$ cat config.mk
export PLATFORM = sky130hd
export DESIGN_NAME = updown_cmd_gen
export DESIGN_NICKNAME = d
export VERILOG_FILES = /design/src/rtl/updown_cmd_gen.sv
export SDC_FILE = /design/constraint.sdc
export NUM_CORES = 1
export LEC_CHECK = 0
export ABC_AREA = 0
export BUFFER_PORTS_ARGS = -buffer_cell sky130_fd_sc_hd__clkbuf_2
export CAP_MARGIN = 20
export CORE_UTILIZATION = 64
export DETAILED_ROUTE_END_ITERATION = 12
export GPL_TIMING_DRIVEN = 0
export HOLD_SLACK_MARGIN = 0.03
export PLACE_DENSITY = 0.83
export SYNTH_ARGS = -nofsm -noshare
export SYNTH_HDL_FRONTEND = slang
export SYNTH_SLANG_ARGS = --single-unit
$ cat constraint.sdc
create_clock -name clk -period 5.6 [get_ports clk]
set_clock_uncertainty 0.15 [all_clocks]
set_input_delay 0.84 -clock clk [delete_from_list [all_inputs] [get_ports clk]]
set_output_delay 0.84 -clock clk [all_outputs]
set_load 0.01 [all_outputs]
$ cat src/rtl/updown_cmd_gen.sv
// Two-button up/down command generator for a 4-bit up/down counter.
// Each button is synchronized and debounced in its own lane; an FSM turns
// debounced presses into single step pulses with hold-to-auto-repeat and
// locks out when both buttons are active at once.

// Per-lane synchronizer + debouncer.
module updown_cmd_gen_db #(
  parameter int DB_CYCLES = 16
) (
  input  logic clk,
  input  logic rst_n,
  input  logic i_raw,
  output logic o_sync,
  output logic o_db
);
  localparam int CW = (DB_CYCLES > 1) ? $clog2(DB_CYCLES + 1) : 1;
  localparam logic [CW-1:0] DB_LAST = CW'(DB_CYCLES - 1);

  logic [1:0]    r_sync;
  logic          r_db;
  logic [CW-1:0] r_cnt;

  // Two-flop synchronizer, then count consecutive mismatches against the debounced level.
  always_ff @(posedge clk or negedge rst_n) begin
    if (!rst_n) begin
      r_sync <= '0;
      r_db   <= 1'b0;
      r_cnt  <= '0;
    end else begin
      r_sync <= {r_sync[0], i_raw};
      if (r_sync[1] == r_db) begin
        r_cnt <= '0;
      end else if (r_cnt == DB_LAST) begin
        r_db  <= ~r_db;
        r_cnt <= '0;
      end else begin
        r_cnt <= r_cnt + 1'b1;
      end
    end
  end

  assign o_sync = r_sync[1];
  assign o_db   = r_db;
endmodule

module updown_cmd_gen #(
  parameter int DB_CYCLES   = 16,
  parameter int HOLD_CYCLES = 64,   // must be >= 2 so steps never run back to back
  parameter int RPT_CYCLES  = 16    // must be >= 2 for the same reason
) (
  input  logic clk,
  input  logic rst_n,
  input  logic btn_up,
  input  logic btn_dn,
  output logic sel,
  output logic step,
  output logic locked
);
  localparam int NUM_LANES = 2;   // lane 0 = up, lane 1 = down
  localparam int TMAX = (HOLD_CYCLES > RPT_CYCLES) ? HOLD_CYCLES : RPT_CYCLES;
  localparam int TW   = (TMAX > 2) ? $clog2(TMAX) : 1;
  localparam logic [TW-1:0] HOLD_LAST = TW'(HOLD_CYCLES - 1);
  localparam logic [TW-1:0] RPT_LAST  = TW'(RPT_CYCLES - 1);

  typedef enum logic [2:0] {
    S_IDLE, S_UP_HOLD, S_DN_HOLD, S_UP_RPT, S_DN_RPT, S_LOCK
  } state_t;

  logic [NUM_LANES-1:0] w_raw, w_sync, w_db, w_rise, w_press;
  logic [NUM_LANES-1:0] r_lvl, r_lvl_q;
  state_t               r_state, w_nxt;
  logic [TW-1:0]        r_tmr, w_tmr_nxt;
  logic                 r_step, r_sel, w_step_nxt, w_sel_nxt;

  assign w_raw = {btn_dn, btn_up};

  for (genvar i = 0; i < NUM_LANES; i++) begin : g_lane
    updown_cmd_gen_db #(.DB_CYCLES(DB_CYCLES)) u_db (
      .clk    (clk),
      .rst_n  (rst_n),
      .i_raw  (w_raw[i]),
      .o_sync (w_sync[i]),
      .o_db   (w_db[i])
    );
  end

  // Register the debounced levels once more; this stage sets the press-to-step
  // latency and gives the previous level for rise detection.
  always_ff @(posedge clk or negedge rst_n) begin
    if (!rst_n) begin
      r_lvl   <= '0;
      r_lvl_q <= '0;
    end else begin
      r_lvl   <= w_db;
      r_lvl_q <= r_lvl;
    end
  end

  // A press only counts if the synchronized input is still high when the
  // debounced rise reaches the FSM, which rejects pulses that merely
  // outlasted the debounce window by a cycle or two.
  assign w_rise  = r_lvl & ~r_lvl_q;
  assign w_press = w_rise & w_sync;

  // State, timer and registered outputs.
  always_ff @(posedge clk or negedge rst_n) begin
    if (!rst_n) begin
      r_state <= S_IDLE;
      r_tmr   <= '0;
      r_step  <= 1'b0;
      r_sel   <= 1'b0;
    end else begin
      r_state <= w_nxt;
      r_tmr   <= w_tmr_nxt;
      r_step  <= w_step_nxt;
      r_sel   <= w_sel_nxt;
    end
  end

  // Next-state and timer: opposite button wins over release, release wins over timer expiry.
  always_comb begin
    w_nxt     = r_state;
    w_tmr_nxt = '0;
    case (r_state)
      S_IDLE: begin
        if (&r_lvl)          w_nxt = S_LOCK;
        else if (w_press[0]) w_nxt = S_UP_HOLD;
        else if (w_press[1]) w_nxt = S_DN_HOLD;
      end
      S_UP_HOLD: begin
        if (r_lvl[1])                w_nxt = S_LOCK;
        else if (!r_lvl[0])          w_nxt = S_IDLE;
        else if (r_tmr == HOLD_LAST) w_nxt = S_UP_RPT;
        else                         w_tmr_nxt = r_tmr + 1'b1;
      end
      S_DN_HOLD: begin
        if (r_lvl[0])                w_nxt = S_LOCK;
        else if (!r_lvl[1])          w_nxt = S_IDLE;
        else if (r_tmr == HOLD_LAST) w_nxt = S_DN_RPT;
        else                         w_tmr_nxt = r_tmr + 1'b1;
      end
      S_UP_RPT: begin
        if (r_lvl[1])               w_nxt = S_LOCK;
        else if (!r_lvl[0])         w_nxt = S_IDLE;
        else if (r_tmr != RPT_LAST) w_tmr_nxt = r_tmr + 1'b1;
      end
      S_DN_RPT: begin
        if (r_lvl[0])               w_nxt = S_LOCK;
        else if (!r_lvl[1])         w_nxt = S_IDLE;
        else if (r_tmr != RPT_LAST) w_tmr_nxt = r_tmr + 1'b1;
      end
      S_LOCK: begin
        if (r_lvl == '0) w_nxt = S_IDLE;
      end
      default: w_nxt = S_IDLE;
    endcase
  end

  // Step/direction for the next cycle; sel only moves together with a step.
  always_comb begin
    w_step_nxt = 1'b0;
    w_sel_nxt  = r_sel;
    case (r_state)
      S_IDLE: begin
        if (!(&r_lvl)) begin
          if (w_press[0]) begin
            w_step_nxt = 1'b1;
            w_sel_nxt  = 1'b0;
          end else if (w_press[1]) begin
            w_step_nxt = 1'b1;
            w_sel_nxt  = 1'b1;
          end
        end
      end
      S_UP_HOLD: if (r_lvl == 2'b01 && r_tmr == HOLD_LAST) begin
        w_step_nxt = 1'b1;
        w_sel_nxt  = 1'b0;
      end
      S_DN_HOLD: if (r_lvl == 2'b10 && r_tmr == HOLD_LAST) begin
        w_step_nxt = 1'b1;
        w_sel_nxt  = 1'b1;
      end
      S_UP_RPT: if (r_lvl == 2'b01 && r_tmr == RPT_LAST) begin
        w_step_nxt = 1'b1;
        w_sel_nxt  = 1'b0;
      end
      S_DN_RPT: if (r_lvl == 2'b10 && r_tmr == RPT_LAST) begin
        w_step_nxt = 1'b1;
        w_sel_nxt  = 1'b1;
      end
      default: ;
    endcase
  end

  assign step   = r_step;
  assign sel    = r_sel;
  assign locked = (r_state == S_LOCK);
endmodule

### Word level (Yosys, flattened, before mapping)

Index checks and enable logic that the tools add are counted.

* bits of input ports: 4
* register bits after elaboration: 31
* output and inout bits: 3
* word-level logic and storage cells: 106

* $add $sub $neg: 3
* mux-type cells: 46
* bitwise logic cells: 7
* equality and inequality tests: 26
* reduce and logical (&&, ||, !) cells: 12

Operators by type and width (number)
* $mux 6: 10
* $mux 3: 14
* $pmux 6 s4: 1
* $mux 5: 4
* $pmux 3 s6: 1
* $mux 1: 14
* $ne 4x4->1 const B: 3
* $add 5x1->5 const B: 2
* $eq 5x4->1 const B: 2
* $ne 2x2->1 const B: 5
* $pmux 1 s5: 2
* $ne 3x3->1 const B: 3
* $reduce_and 7->1: 1
* $add 6x1->6 const B: 1
* $eq 3x2->1 const B: 2
* $eq 3x3->1 const B: 2
* $eq 6x4->1 const B: 1
* $eq 6x6->1 const B: 1
* $ne 6x4->1 const B: 1
* $reduce_and 2->1: 3
* $reduce_and 6->1: 1
* $reduce_bool 5->1: 1
* $and 2x2->2: 2
* $logic_and 1x1->1: 4
* other kinds (9): 13

### Logic depth before layout (Yosys ltp)

Gate-level depths: netlist (run 1).

* depth after elaboration: 7
* mapped depth: 7
* gate-level depth less buffers: 6

### Modules after synthesis

Synthesis (run 1) repeated with hierarchy kept, for this count alone.

* cells, all modules: 132
* area total of the unflattened synthesis: 1503.9 um^2

By module, submodules not included
* updown_cmd_gen: area each 895.9 um^2, instances 1, cells each 86, sequential area each 375.4 um^2
* updown_cmd_gen_db: area each 304.0 um^2, instances 2, cells each 23, sequential area each 200.2 um^2

### Worst setup path after synthesis (run 1)

Ideal clock, no wire load.

* kind: reg-to-output
* from: register r_state[2]
* to: output locked
* required time: 4.610 ns
* arrival time: 1.149 ns
* buffers on the path: 2
* setup slack: 3.461 ns
* cell stages (with the launch flop): 4
* cell sequence: dfrtp_1 clkbuf_1 clkbuf_1 and3_1

* word-level cells in the longest chain between the ends: 1

Ends and longest elaborated chain
* from (decl): line 71 `state_t r_state, w_nxt;`
* from (signal assigned): line 113 `r_state <= w_nxt;`
* $eq 3x3->1: line 197 `assign locked = (r_state == S_LOCK);`
* to (decl): line 57 `output logic locked`

No other way between the ends.

### Worst setup path in the final report (run 1)

Ends and elaborated chain as after synthesis.

==> results.cfg, run 1 <==
[outcome]
run_status = finished, final reports clean

[clocking]
worst_skew_pair.late_latency_ns = 0.34
cts_hold_bufs = 0
worst_setup_hold_path_clk_slew_ns = 0.10
clk_root_buffer_cell = sky130_fd_sc_hd__clkbuf_4
post_cts_resized = 0
cts_inserted_buffers = 5
post-cts-setup-buffer-count = 0
cts.sink_count = 31
cts_htree_levels = 2
tritoncts = built
ctsLongestPathBuffers = 2

[pwr]
p_clk_share_pct = 29.2
pwr-share-seq_pct = 52.8
switching_share_pct = 28.0
internal_power_w = 0.000324
p_comb_share_pct = 17.9
powerDensity_nw_per_um2 = 278
switching_power_w = 0.000126
p_leak_nw = 0.753
max-vdd-ir-drop_v = 0.000235

[sta]
finalCritPeriodShare_pct = 49.6
final.min_clock_period_ns = 2.78
worst-slew-pin-transition_ns = 0.732
max_clock_freq_mhz = 360
grt_setup_unrepaired = no
setup_violators_final = 0
max-slew-margin-rel_pct = 51.2
totalNegativeSetupSlack_ns = 0
slew_viol_final = 0
number_of_hold_slack_violations_in_the_final_timing_report = 0

[grt]
grt.overflow.total = 0
initial_antenna_violation_count = 0
grt_pass1_wl_um = 4320
pin_count_of_the_biggest_net_entering_global_routing = 32
grt_pass1_vias = 1026
global_route.usage.total_pct = 23.7

[finish]
design.final.nets = 159
fill_cells = 165
post-route-cell-area_um2 = 1620
areaGrowthSynthToFinish_pct = 8.10
insertedDiodeCount = 0
drive_above_1_share_pct = 15.1
seq_cell_area_um2 = 776
multi_input_comb_area_um2 = 669

[floorplan]
die_area_um2 = 2540
core_area_um2 = 2210
initial_core_util_pct = 67.8
placementRows = 17
chipHeight_um = 50.4
io_pins = 7
die_width_um = 50.4

[logic_synthesis]
yosysTopAreaCell = sky130_fd_sc_hd__dfrtp_1
syn-instance-count = 139
synthMostInstantiatedCell = sky130_fd_sc_hd__dfrtp_1
seq_area_frac_synth_pct = 51.8
ys_top_cells_by_count = sky130_fd_sc_hd__dfrtp_1, sky130_fd_sc_hd__nor2_1, sky130_fd_sc_hd__a21oi_1
mapped_nets = 146
yosysWarnings = 0
syn_area_um2 = 1500
postSynthAreaPerCell_um2 = 10.8
synth_top_area_share_pct = 51.8
postSynth.asyncResetShare_pct = 100
synthesis_stage_register_bit_count = 31
netlist_top_cells_area = sky130_fd_sc_hd__dfrtp_1, sky130_fd_sc_hd__xor2_1, sky130_fd_sc_hd__a21oi_1, sky130_fd_sc_hd__nor2_1, sky130_fd_sc_hd__ha_1
dominantRegCellSynth = sky130_fd_sc_hd__dfrtp_1
synth-edff-count = 0
synth_cell_type_count = 38

[placement]
place.gp.congestion = 0.855
dp_hpwl_um = 1810
port_buffers = 6
placedInstanceArea_um2 = 1560

[setup_path]
critical-path-slowest-cell = sky130_fd_sc_hd__clkbuf_1
setup.worst_path.start_class = register
endpoint_kind = output port
cpMostUsedCell = sky130_fd_sc_hd__clkbuf_1
critPathRequiredTime_ns = 4.61
critPathArrivalTime_ns = 1.79
crit_chain = clkbuf_1 > clkbuf_1 > and3_1 > clkbuf_2
cp-startpoint = r_state[2]$_DFFE_PN0P_
worstSetupPathType = register to output port
worstPathBufferInverterCount = 3
cpLargestDelayFamily = buffers and inverters
r2r-start = r_state[2]$_DFFE_PN0P_
cp_max_fo = 10
slowest_delay_ns = 0.41

[hold_path]
hold_path_class = register to register
hold_path.startpoint = g_lane[0].u_db.r_sync[0]$_DFF_PN0_

[detailed_routing]
vias_per_cell = 5.81
num_vias = 1046
wire_per_inst_um = 13.9
routed_wirelength_um = 2500
drtPass1Iterations = 4
drtIter0Drc = 19
postRouteAntennaNets = 0
detail_route.drc_violations = 0

[run]
drv_cap = 0
## final timing paths
path	cells past startpoint	end	slack, ns
min in group asynchronous	1	r_state[2]$_DFFE_PN0P_	0.39
worst min-delay path	0	g_lane[0].u_db.r_sync[1]$_DFF_PN0_	0.21
max in group asynchronous	1	r_tmr[5]$_DFF_PN0_	4.43
worst max-delay path	4	locked	2.82
worst min register to register	0	g_lane[0].u_db.r_sync[1]$_DFF_PN0_	0.21
worst max register to register	6	sel$_DFFE_PN0P_	3.46
## metrics by stage
| stage | std cells | util (%) | setup WS (ns) | hold slack (ns) | power (W) |
|---|---|---|---|---|---|
| 2_1_floorplan | 139 | - | 3.46 | 0.181 | 0.000302 |
| 6_report | 180 | 73.2 | 2.82 | 0.206 | 0.000450 |
| 3_3_place_gp | 173 | 70.7 | 3.22 | 0.187 | 0.000320 |
| 4_1_cts | 180 | 73.2 | 2.83 | 0.210 | 0.000453 |
| 5_1_grt | 180 | 73.2 | 2.73 | 0.209 | 0.000472 |
| 3_5_place_dp | 173 | 70.7 | 3.21 | 0.189 | 0.000322 |
## final cells by class
cell class / count / area share, %
Timing Repair Buffer: 6 / 1.85
Sequential cell: 31 / 47.9
Buffer: 7 / 2.39
Multi-Input combinational cell: 97 / 41.3
Inverter: 4 / 0.927
Clock inverter: 1 / 0.309
Tap cell: 28 / 2.16
Clock buffer: 6 / 3.17
## power by group through the flow
stage | Clock (W) | Sequential (W) | Combinational [W]
after floorplan | 0 | 0.000241 | 0.0000611
after global placement | 0 | 0.000242 | 0.0000779
after global routing | 0.000144 | 0.000238 | 0.0000897
final | 0.000132 | 0.000238 | 0.0000808
after CTS | 0.000135 | 0.000238 | 0.0000802
after detailed placement | 0 | 0.000242 | 0.0000796
## cells by family after synthesis
group | count (synthesis) | synth area share (%)
xor+xnor | 11 | 6.43
fa+ha+maj | 3 | 2.50
flops | 31 | 51.8
simple gates | 51 | 20.1
buf+inv | 11 | 3.59
compound gates | 30 | 14.1
mux | 2 | 1.50
## per-layer routing
layer  track usage, %  vias to the layer above  wire length, um
li1                 -                      518                -
met1             29.3                      502             1210
met2             37.3                       18             1140
met3             7.27                        8               85
met4             12.5                        0               56
met5                0                        -                0
## sequential cells by signal, indices dropped and copies added (netlist names), 2 cells and up
name / cells
g_lane.u_db.o_db: 2
g_lane.u_db.r_cnt: 10
g_lane.u_db.r_sync: 4
r_lvl: 2
r_lvl_q: 2
r_state: 3
r_tmr: 6
## worst reg2reg max path: cells and delay by family (launching register included)
family / cells / cell delay [ns]
flip-flops: 1 / 0.37
AND/OR/NAND/NOR: 1 / 0.50
AO/OA/AOI/OAI: 4 / 0.82
buffers and inverters: 1 / 0.23
## cells in the final DEF, fill, tap and decap left out, types with 2 or more instances in the layout
cell type,count
sky130_fd_sc_hd__nand2_1,4
sky130_fd_sc_hd__nand4bb_1,2
sky130_fd_sc_hd__and3_1,5
sky130_fd_sc_hd__dfrtp_1,31
sky130_fd_sc_hd__o22ai_1,2
sky130_fd_sc_hd__clkbuf_4,5
sky130_fd_sc_hd__nor3_1,3
sky130_fd_sc_hd__inv_1,4
sky130_fd_sc_hd__clkbuf_2,6
sky130_fd_sc_hd__clkbuf_1,2
sky130_fd_sc_hd__o21ai_1,6
sky130_fd_sc_hd__or3_1,2
sky130_fd_sc_hd__buf_2,4
sky130_fd_sc_hd__xnor2_1,4
sky130_fd_sc_hd__ha_1,3
sky130_fd_sc_hd__xor2_1,7
sky130_fd_sc_hd__and2_1,4
sky130_fd_sc_hd__nor2_1,14
sky130_fd_sc_hd__mux2_2,2
sky130_fd_sc_hd__nand3b_1,3
sky130_fd_sc_hd__a21oi_1,12
sky130_fd_sc_hd__nand3_1,7
No activity file was read; power rests on OpenSTA's default activity.
==> run 2: changes to the inputs <==
--- a/config.mk
+++ b/config.mk
@@ -5,14 +5,14 @@
 export SDC_FILE = /design/constraint.sdc
 export NUM_CORES = 1
 export LEC_CHECK = 0
-export ABC_AREA = 0
+export ABC_AREA = 1
 export BUFFER_PORTS_ARGS = -buffer_cell sky130_fd_sc_hd__clkbuf_2
 export CAP_MARGIN = 20
-export CORE_UTILIZATION = 64
+export CORE_UTILIZATION = 54
 export DETAILED_ROUTE_END_ITERATION = 12
 export GPL_TIMING_DRIVEN = 0
 export HOLD_SLACK_MARGIN = 0.03
-export PLACE_DENSITY = 0.83
+export PLACE_DENSITY = 0.74
 export SYNTH_ARGS = -nofsm -noshare
 export SYNTH_HDL_FRONTEND = slang
 export SYNTH_SLANG_ARGS = --single-unit
==> constraint.sdc (replaced) <==
create_clock -name clk -period 2.2 [get_ports clk]
set_clock_uncertainty 0.15 [all_clocks]
set_input_delay 0.33 -clock clk [delete_from_list [all_inputs] [get_ports clk]]
set_output_delay 0.33 -clock clk [all_outputs]
set_load 0.01 [all_outputs]
==> run 2 against run 1 <==
  * The flow now finishes with violations (DRC)
  * Cell count rose by 42%
  * Via count up 30%
  * Clock-buffer cell count is 1 higher
  * Setup slack lost 2.4 ns
  * Critical path depth is the same
  * Critical endpoint unchanged
  * Non-clock buffer count down 3
  * Sequential power grew to 2.6 times the previous value
  * First-iteration DRC count rose to 2.8 times the previous value
  * Routed wire length increased by 27%
  * Combinational power rose to 2.7 times the previous value
  * Clock power grew 130%
  * Sequential share of layout area shrank 4.6 points
==> results.cfg, run 2 <==
[logic_synthesis]
synthesis_stage_register_bit_count = 31
synth_mux_area_share_pct = 1.37
postSynth.asyncResetShare_pct = 100
syn_area_um2 = 1650
synthMostInstantiatedCell = sky130_fd_sc_hd__nand2_1
dominantRegCellSynth = sky130_fd_sc_hd__dfrtp_1
netlist_top_cells_area = sky130_fd_sc_hd__dfrtp_1, sky130_fd_sc_hd__nand2_1, sky130_fd_sc_hd__nand3_1, sky130_fd_sc_hd__nor2_1, sky130_fd_sc_hd__inv_1
syn-instance-count = 208
postSynthAreaPerCell_um2 = 7.91
synth-edff-count = 0
yosysTopAreaCell = sky130_fd_sc_hd__dfrtp_1
synth_cell_type_count = 25
yosys.area_share.adder_pct = 2.28
synth-compound-area-share_pct = 3.88
main_combinational_cell_family_by_area_after_synthesis = simple AND/OR/NAND/NOR gates
ys_top_cells_by_count = sky130_fd_sc_hd__nand2_1, sky130_fd_sc_hd__dfrtp_1, sky130_fd_sc_hd__nor2_1
mapped_nets = 215
yosys.area_share.xor_xnor_pct = 3.73
synthSimpleGateAreaFrac_pct = 35.1
seq_area_frac_synth_pct = 47.1
yosysWarnings = 0
synth_top_area_share_pct = 47.1

[floorplan]
io_pins = 7
chipHeight_um = 57.2
initial_core_util_pct = 58.2
die_width_um = 57.2
die_area_um2 = 3270
placementRows = 19
core_area_um2 = 2830

[pwr]
power_w = 0.00115
powerDensity_nw_per_um2 = 639
max-vdd-ir-drop_v = 0.000652
p_leak_nw = 0.948

[clocking]
cts.sink_count = 31
post_cts_resized = 0
cts_inserted_buffers = 5
cts_htree_levels = 2
ctsLongestPathBuffers = 2
clk_root_buffer_cell = sky130_fd_sc_hd__clkbuf_4
tritoncts = built
worst_skew_pair.late_latency_ns = 0.32
cts_hold_bufs = 3
post-cts-setup-buffer-count = 0
worst_setup_hold_path_clk_slew_ns = 0.10

[setup_path]
cp-startpoint = r_state[1]$_DFFE_PN0P_
critPathRequiredTime_ns = 1.72
timing.rr.end = r_state[1]$_DFFE_PN0P_
worstSetupPathType = register to output port
worst_case_register_to_register_setup_slack_ns = 0.49
depth_of_the_worst_register_to_register_path = 9
r2r-start = r_tmr[0]$_DFF_PN0_
critPathArrivalTime_ns = 1.30
cp_max_fo = 7
worst_setup_path_endpoint = locked
endpoint_kind = output port
setup.worst_path.start_class = register

[finish]
post-route-cell-area_um2 = 1790
fill_cells = 239
max_flop_register = g_lane.u_db.r_cnt
flip_flop_count_of_the_largest_register_after_layout = 10
areaGrowthSynthToFinish_pct = 9.05
drive_above_1_share_pct = 14.7
finish.cell_count_without_fillers = 256
insertedDiodeCount = 0
layout_top_registers = g_lane.u_db.r_cnt: 10 flops, r_tmr: 6 flops, g_lane.u_db.r_sync: 4 flops
most_common_library_cell_in_the_layout_ignoring_fill_and_taps = sky130_fd_sc_hd__nand2_1
most-common-layout-cells = sky130_fd_sc_hd__nand2_1, sky130_fd_sc_hd__dfrtp_1, sky130_fd_sc_hd__nor2_1
design.final.nets = 231

[detailed_routing]
vias_per_cell = 5.29
drtPass1Iterations = 8
routed_wirelength_um = 3180
drtIter0Drc = 53
detail_route.drc_violations = 1
num_vias = 1355
wire_per_inst_um = 12.4
postRouteAntennaNets = 0

[sta]
final.min_clock_period_ns = 1.78
finalCritPeriodShare_pct = 80.8
setup_violators_final = 0
number_of_hold_slack_violations_in_the_final_timing_report = 0
totalNegativeSetupSlack_ns = 0
grt_setup_unrepaired = no
max_clock_freq_mhz = 562
worst-slew-pin-transition_ns = 0.746
slew_viol_final = 0
setup_slack_ns = 0.421
max-slew-margin-rel_pct = 50.2

[run]
drv_cap = 0

[outcome]
run_status = finished with violations
violations_in_the_final_reports = DRC

[placement]
placedCellCount = 245
place.gp.congestion = 0.908
pre_cts_ws_ns = 0.534
placedInstanceArea_um2 = 1710
port_buffers = 6
dp_hpwl_um = 2410

[grt]
grt_pass1_wl_um = 5790
global_route.usage.total_pct = 23.4
grt.overflow.total = 0
initial_antenna_violation_count = 0
pin_count_of_the_biggest_net_entering_global_routing = 32
grt_pass1_vias = 1325

[hold_path]
hold_path_class = register to register
run 2: cell type report:
type                    instances  area [um^2]  area share (%)
multi-input cells             151          762            42.5
well taps                      31         38.8            2.16
plain buffers                   1         11.3           0.628
inverters                      25         96.3            5.37
flip-flops and latches         31          776            43.2
clock buffers                   7         45.0            2.51
repair buffers                  9         60.1            3.35
clock inverters                 1         5.00           0.279
run 2: routing by layer:
metal | vias up | GRT usage (%) | share of wire (%)
met2 | 23 | 40.8 | 49
met3 | 8 | 4.76 | 3.2
met4 | 0 | 9.41 | 2.3
met5 | - | 0 | 0
li1 | 692 | - | -
met1 | 632 | 28.4 | 45
run 2: logic make-up after synthesis:
| logic type | count (synthesis) |
|---|---|
| compound gates | 11 |
| xor+xnor | 7 |
| fa+ha+maj | 3 |
| buf+inv | 26 |
| flops | 31 |
| mux | 2 |
| simple gates | 128 |
run 2: worst min-delay path by stage:
stage                                        from                                 end  cells after the start  slack, ns
2_1_floorplan                               rst_n     g_lane[0].u_db.o_db$_DFFE_PN0P_                      0      -0.12
3_3_place_gp   g_lane[0].u_db.r_sync[0]$_DFF_PN0_  g_lane[0].u_db.r_sync[1]$_DFF_PN0_                      0       0.19
3_5_place_dp   g_lane[0].u_db.r_sync[0]$_DFF_PN0_  g_lane[0].u_db.r_sync[1]$_DFF_PN0_                      0       0.19
4_1_cts        g_lane[0].u_db.r_sync[0]$_DFF_PN0_  g_lane[0].u_db.r_sync[1]$_DFF_PN0_                      0       0.21
5_1_grt        g_lane[0].u_db.r_sync[0]$_DFF_PN0_  g_lane[0].u_db.r_sync[1]$_DFF_PN0_                      0       0.21
6_report       g_lane[0].u_db.r_sync[0]$_DFF_PN0_  g_lane[0].u_db.r_sync[1]$_DFF_PN0_                      0       0.21
run 2: per-stage QoR:
step           hold WS [ns]  utilization, %
6_report              0.205            63.4
3_3_place_gp          0.187            60.6
3_5_place_dp          0.187            60.6
2_1_floorplan        -0.116               -
4_1_cts               0.208            63.4
5_1_grt               0.211            63.4
run 2: power by group:
part	switching, W	internal, W
Clock	0.000181	0.000124
Sequential	0.0000277	0.000592
Combinational	0.000148	0.0000736
Total	0.000357	0.000790
run 2: worst max-delay path, cell delays in order, from the launching register on:
cell and delay (ns):
sky130_fd_sc_hd__dfrtp_1 0.47, sky130_fd_sc_hd__inv_1 0.13, sky130_fd_sc_hd__nand2_1 0.08, sky130_fd_sc_hd__nor2_1 0.15
sky130_fd_sc_hd__clkbuf_2 0.16
==> run 3: changes to the inputs <==
--- a/config.mk
+++ b/config.mk
@@ -8,11 +8,11 @@
 export ABC_AREA = 1
 export BUFFER_PORTS_ARGS = -buffer_cell sky130_fd_sc_hd__clkbuf_2
 export CAP_MARGIN = 20
-export CORE_UTILIZATION = 54
+export CORE_UTILIZATION = 60
 export DETAILED_ROUTE_END_ITERATION = 12
 export GPL_TIMING_DRIVEN = 0
 export HOLD_SLACK_MARGIN = 0.03
-export PLACE_DENSITY = 0.74
+export PLACE_DENSITY = 0.78
 export SYNTH_ARGS = -nofsm -noshare
 export SYNTH_HDL_FRONTEND = slang
 export SYNTH_SLANG_ARGS = --single-unit
==> constraint.sdc (replaced) <==
create_clock -name clk -period 1.69 [get_ports clk]
set_clock_uncertainty 0.15 [all_clocks]
set_input_delay 0.2535 -clock clk [delete_from_list [all_inputs] [get_ports clk]]
set_output_delay 0.2535 -clock clk [all_outputs]
set_load 0.01 [all_outputs]
==> run 3 against run 2 <==
  * The flow now finishes without violations
  * Clock-buffer cell count stayed put
  * Sequential share of layout area decreased by 2.0 points
  * Cell count grew 1.2%
  * Critical path type unchanged
  * Clock power rose by 61%
  * Core utilization grew 11 points
  * Sequential power rose by 30%
  * First-iteration DRC count is 55% lower
  * Combinational power increased by 51%
  * Worst hold slack improved by 0.0056 ns
  * Largest power group unchanged
  * Critical path depth did not move
  * Global-route usage up 1.9 points
  * Total power increased by 42%
==> results.cfg, run 3 (synthesis gave the netlist of run 2 again) <==
[floorplan]
io_pins = 7
die_width_um = 54.4
chipHeight_um = 54.4
initial_core_util_pct = 64.7
placementRows = 18
die_area_um2 = 2960
core_area_um2 = 2540

[setup_path]
critPathArrivalTime_ns = 1.23
crit_chain = inv_2 > nand2_1 > nor2_2 > buf_2
endpoint_kind = output port
cp-startpoint = r_state[1]$_DFFE_PN0P_
depth_of_the_worst_register_to_register_path = 9
worstSetupPathType = register to output port
setup.worst_path.start_class = register
slowest_delay_ns = 0.45
critPathRequiredTime_ns = 1.29
cp_max_fo = 5
r2r-start = r_tmr[1]$_DFF_PN0_
critical-path-slowest-cell = sky130_fd_sc_hd__dfrtp_2

[clocking]
ctsLongestPathBuffers = 2
cts.sink_count = 31
worst_setup_hold_path_clk_slew_ns = 0.09
worst_skew_pair.late_latency_ns = 0.33
cts_htree_levels = 2
cts_inserted_buffers = 5
tritoncts = built
clk_root_buffer_cell = sky130_fd_sc_hd__clkbuf_4

[finish]
most_common_library_cell_in_the_layout_ignoring_fill_and_taps = sky130_fd_sc_hd__nand2_1
design.final.nets = 235
flip_flop_count_of_the_largest_register_after_layout = 10
areaGrowthSynthToFinish_pct = 15.1
max_flop_register = g_lane.u_db.r_cnt
most-common-layout-cells = sky130_fd_sc_hd__nand2_1, sky130_fd_sc_hd__dfrtp_1, sky130_fd_sc_hd__nand3_1
fill_cells = 202
drive_above_1_share_pct = 21.0
insertedDiodeCount = 0
layout_top_registers = g_lane.u_db.r_cnt: 10 flops, r_tmr: 6 flops, g_lane.u_db.r_sync: 4 flops
layout.core_utilization_pct = 74.4

[detailed_routing]
wire_per_inst_um = 12.7
drtIter0Drc = 24
vias_per_cell = 5.25
routed_wirelength_um = 3290
detail_route.drc_violations = 0
drtPass1Iterations = 4
num_vias = 1360
postRouteAntennaNets = 0

[hold_path]
hold_path_class = register to register
hold_path.startpoint = g_lane[1].u_db.r_sync[0]$_DFF_PN0_
timing.hold.worst_path_depth = 0

[grt]
pin_count_of_the_biggest_net_entering_global_routing = 32
grt_pass1_vias = 1201
grt_pass1_wl_um = 5040
grt.overflow.total = 0
initial_antenna_violation_count = 0
global_route.usage.total_pct = 25.3

[sta]
max-slew-margin-rel_pct = 49.8
number_of_hold_slack_violations_in_the_final_timing_report = 0
totalNegativeSetupSlack_ns = 0
max_clock_freq_mhz = 611
worst-slew-pin-transition_ns = 0.753
setup_slack_ns = 0.0530
slew_viol_final = 0
finalCritPeriodShare_pct = 96.9
final.min_clock_period_ns = 1.64
setup_violators_final = 0

[placement]
port_buffers = 6
place.gp.congestion = 0.959
pre_cts_ws_ns = 0.0210
dp_hpwl_um = 2360

[pwr]
power_w = 0.00163
p_leak_nw = 0.972
max-vdd-ir-drop_v = 0.000735
powerDensity_nw_per_um2 = 863

[outcome]
run_status = finished, final reports clean

[run]
drv_cap = 0
## run 3: changes by cell type in the layout (fill, tap and decap cells not counted), sizes merged
cell	change
clkbuf	-1
clkinv	-1
clkinvlp	+1
buf	+5
## run 3: worst max-delay path, delay by kind of cell (launching register included)
| family | cells | cell delay, ns |
|---|---|---|
| DFF | 1 | 0.45 |
| buffers and inverters | 2 | 0.23 |
| and+or+nand+nor | 2 | 0.22 |
## run 3: final timing paths
check	endpoint	slack (ns)
worst max-delay path	locked	0.05
worst min-delay path	g_lane[1].u_db.r_sync[1]$_DFF_PN0_	0.21
worst max register to register	r_state[0]$_DFFE_PN0P_	0.07
worst min register to register	g_lane[1].u_db.r_sync[1]$_DFF_PN0_	0.21
max in group asynchronous	r_state[0]$_DFFE_PN0P_	0.50
min in group asynchronous	r_tmr[5]$_DFF_PN0_	0.36
## run 3: layout make-up
cell class	count	area, um^2	share of cell area [%]
inverter	25	96.3	5.09
tap	30	37.5	1.98
timing repair buffer	13	90.1	4.76
multi-input combinational	151	805	42.5
sequential	31	781	41.2
clock inverter	1	7.51	0.397
clock buffer	7	65.1	3.44
buffer	1	11.3	0.595
## run 3: repair_timing
| action | in CTS | in global routing |
|---|---|---|
| setup buffers | 0 | 4 |
| hold endpoints to repair | 33 | 0 |
| hold buffers | 3 | 0 |
| cloned | 0 | 0 |
| pin swaps | 0 | 4 |
| gates resized for setup | 3 | 12 |
| endpoints found under the setup margin | 3 | 9 |
## run 3: through the flow
stage / instances / area, um^2 / hold WS [ns]
global placement: 244 / 1710 / 0.188
detailed placement: 244 / 1710 / 0.193
finish: 259 / 1890 / 0.211
CTS: 255 / 1820 / 0.215
floorplan: 208 / 1650 / -0.192
global route: 259 / 1890 / 0.224
## run 3: routing by layer
layer / track usage [%] / up-vias / part of all wire (%)
met2: 41.7 / 23 / 48
met3: 7.50 / 10 / 2.4
met1: 30.3 / 632 / 47
met4: 11.5 / 0 / 2.6
met5: 0 / - / 0
li1: - / 695 / -
## run 3: where the power goes
group          internal, W  total, W  switching, W
registers         0.000773  0.000806     0.0000326
logic             0.000118  0.000334      0.000216
clock network     0.000243  0.000493      0.000251
total              0.00113   0.00163      0.000499
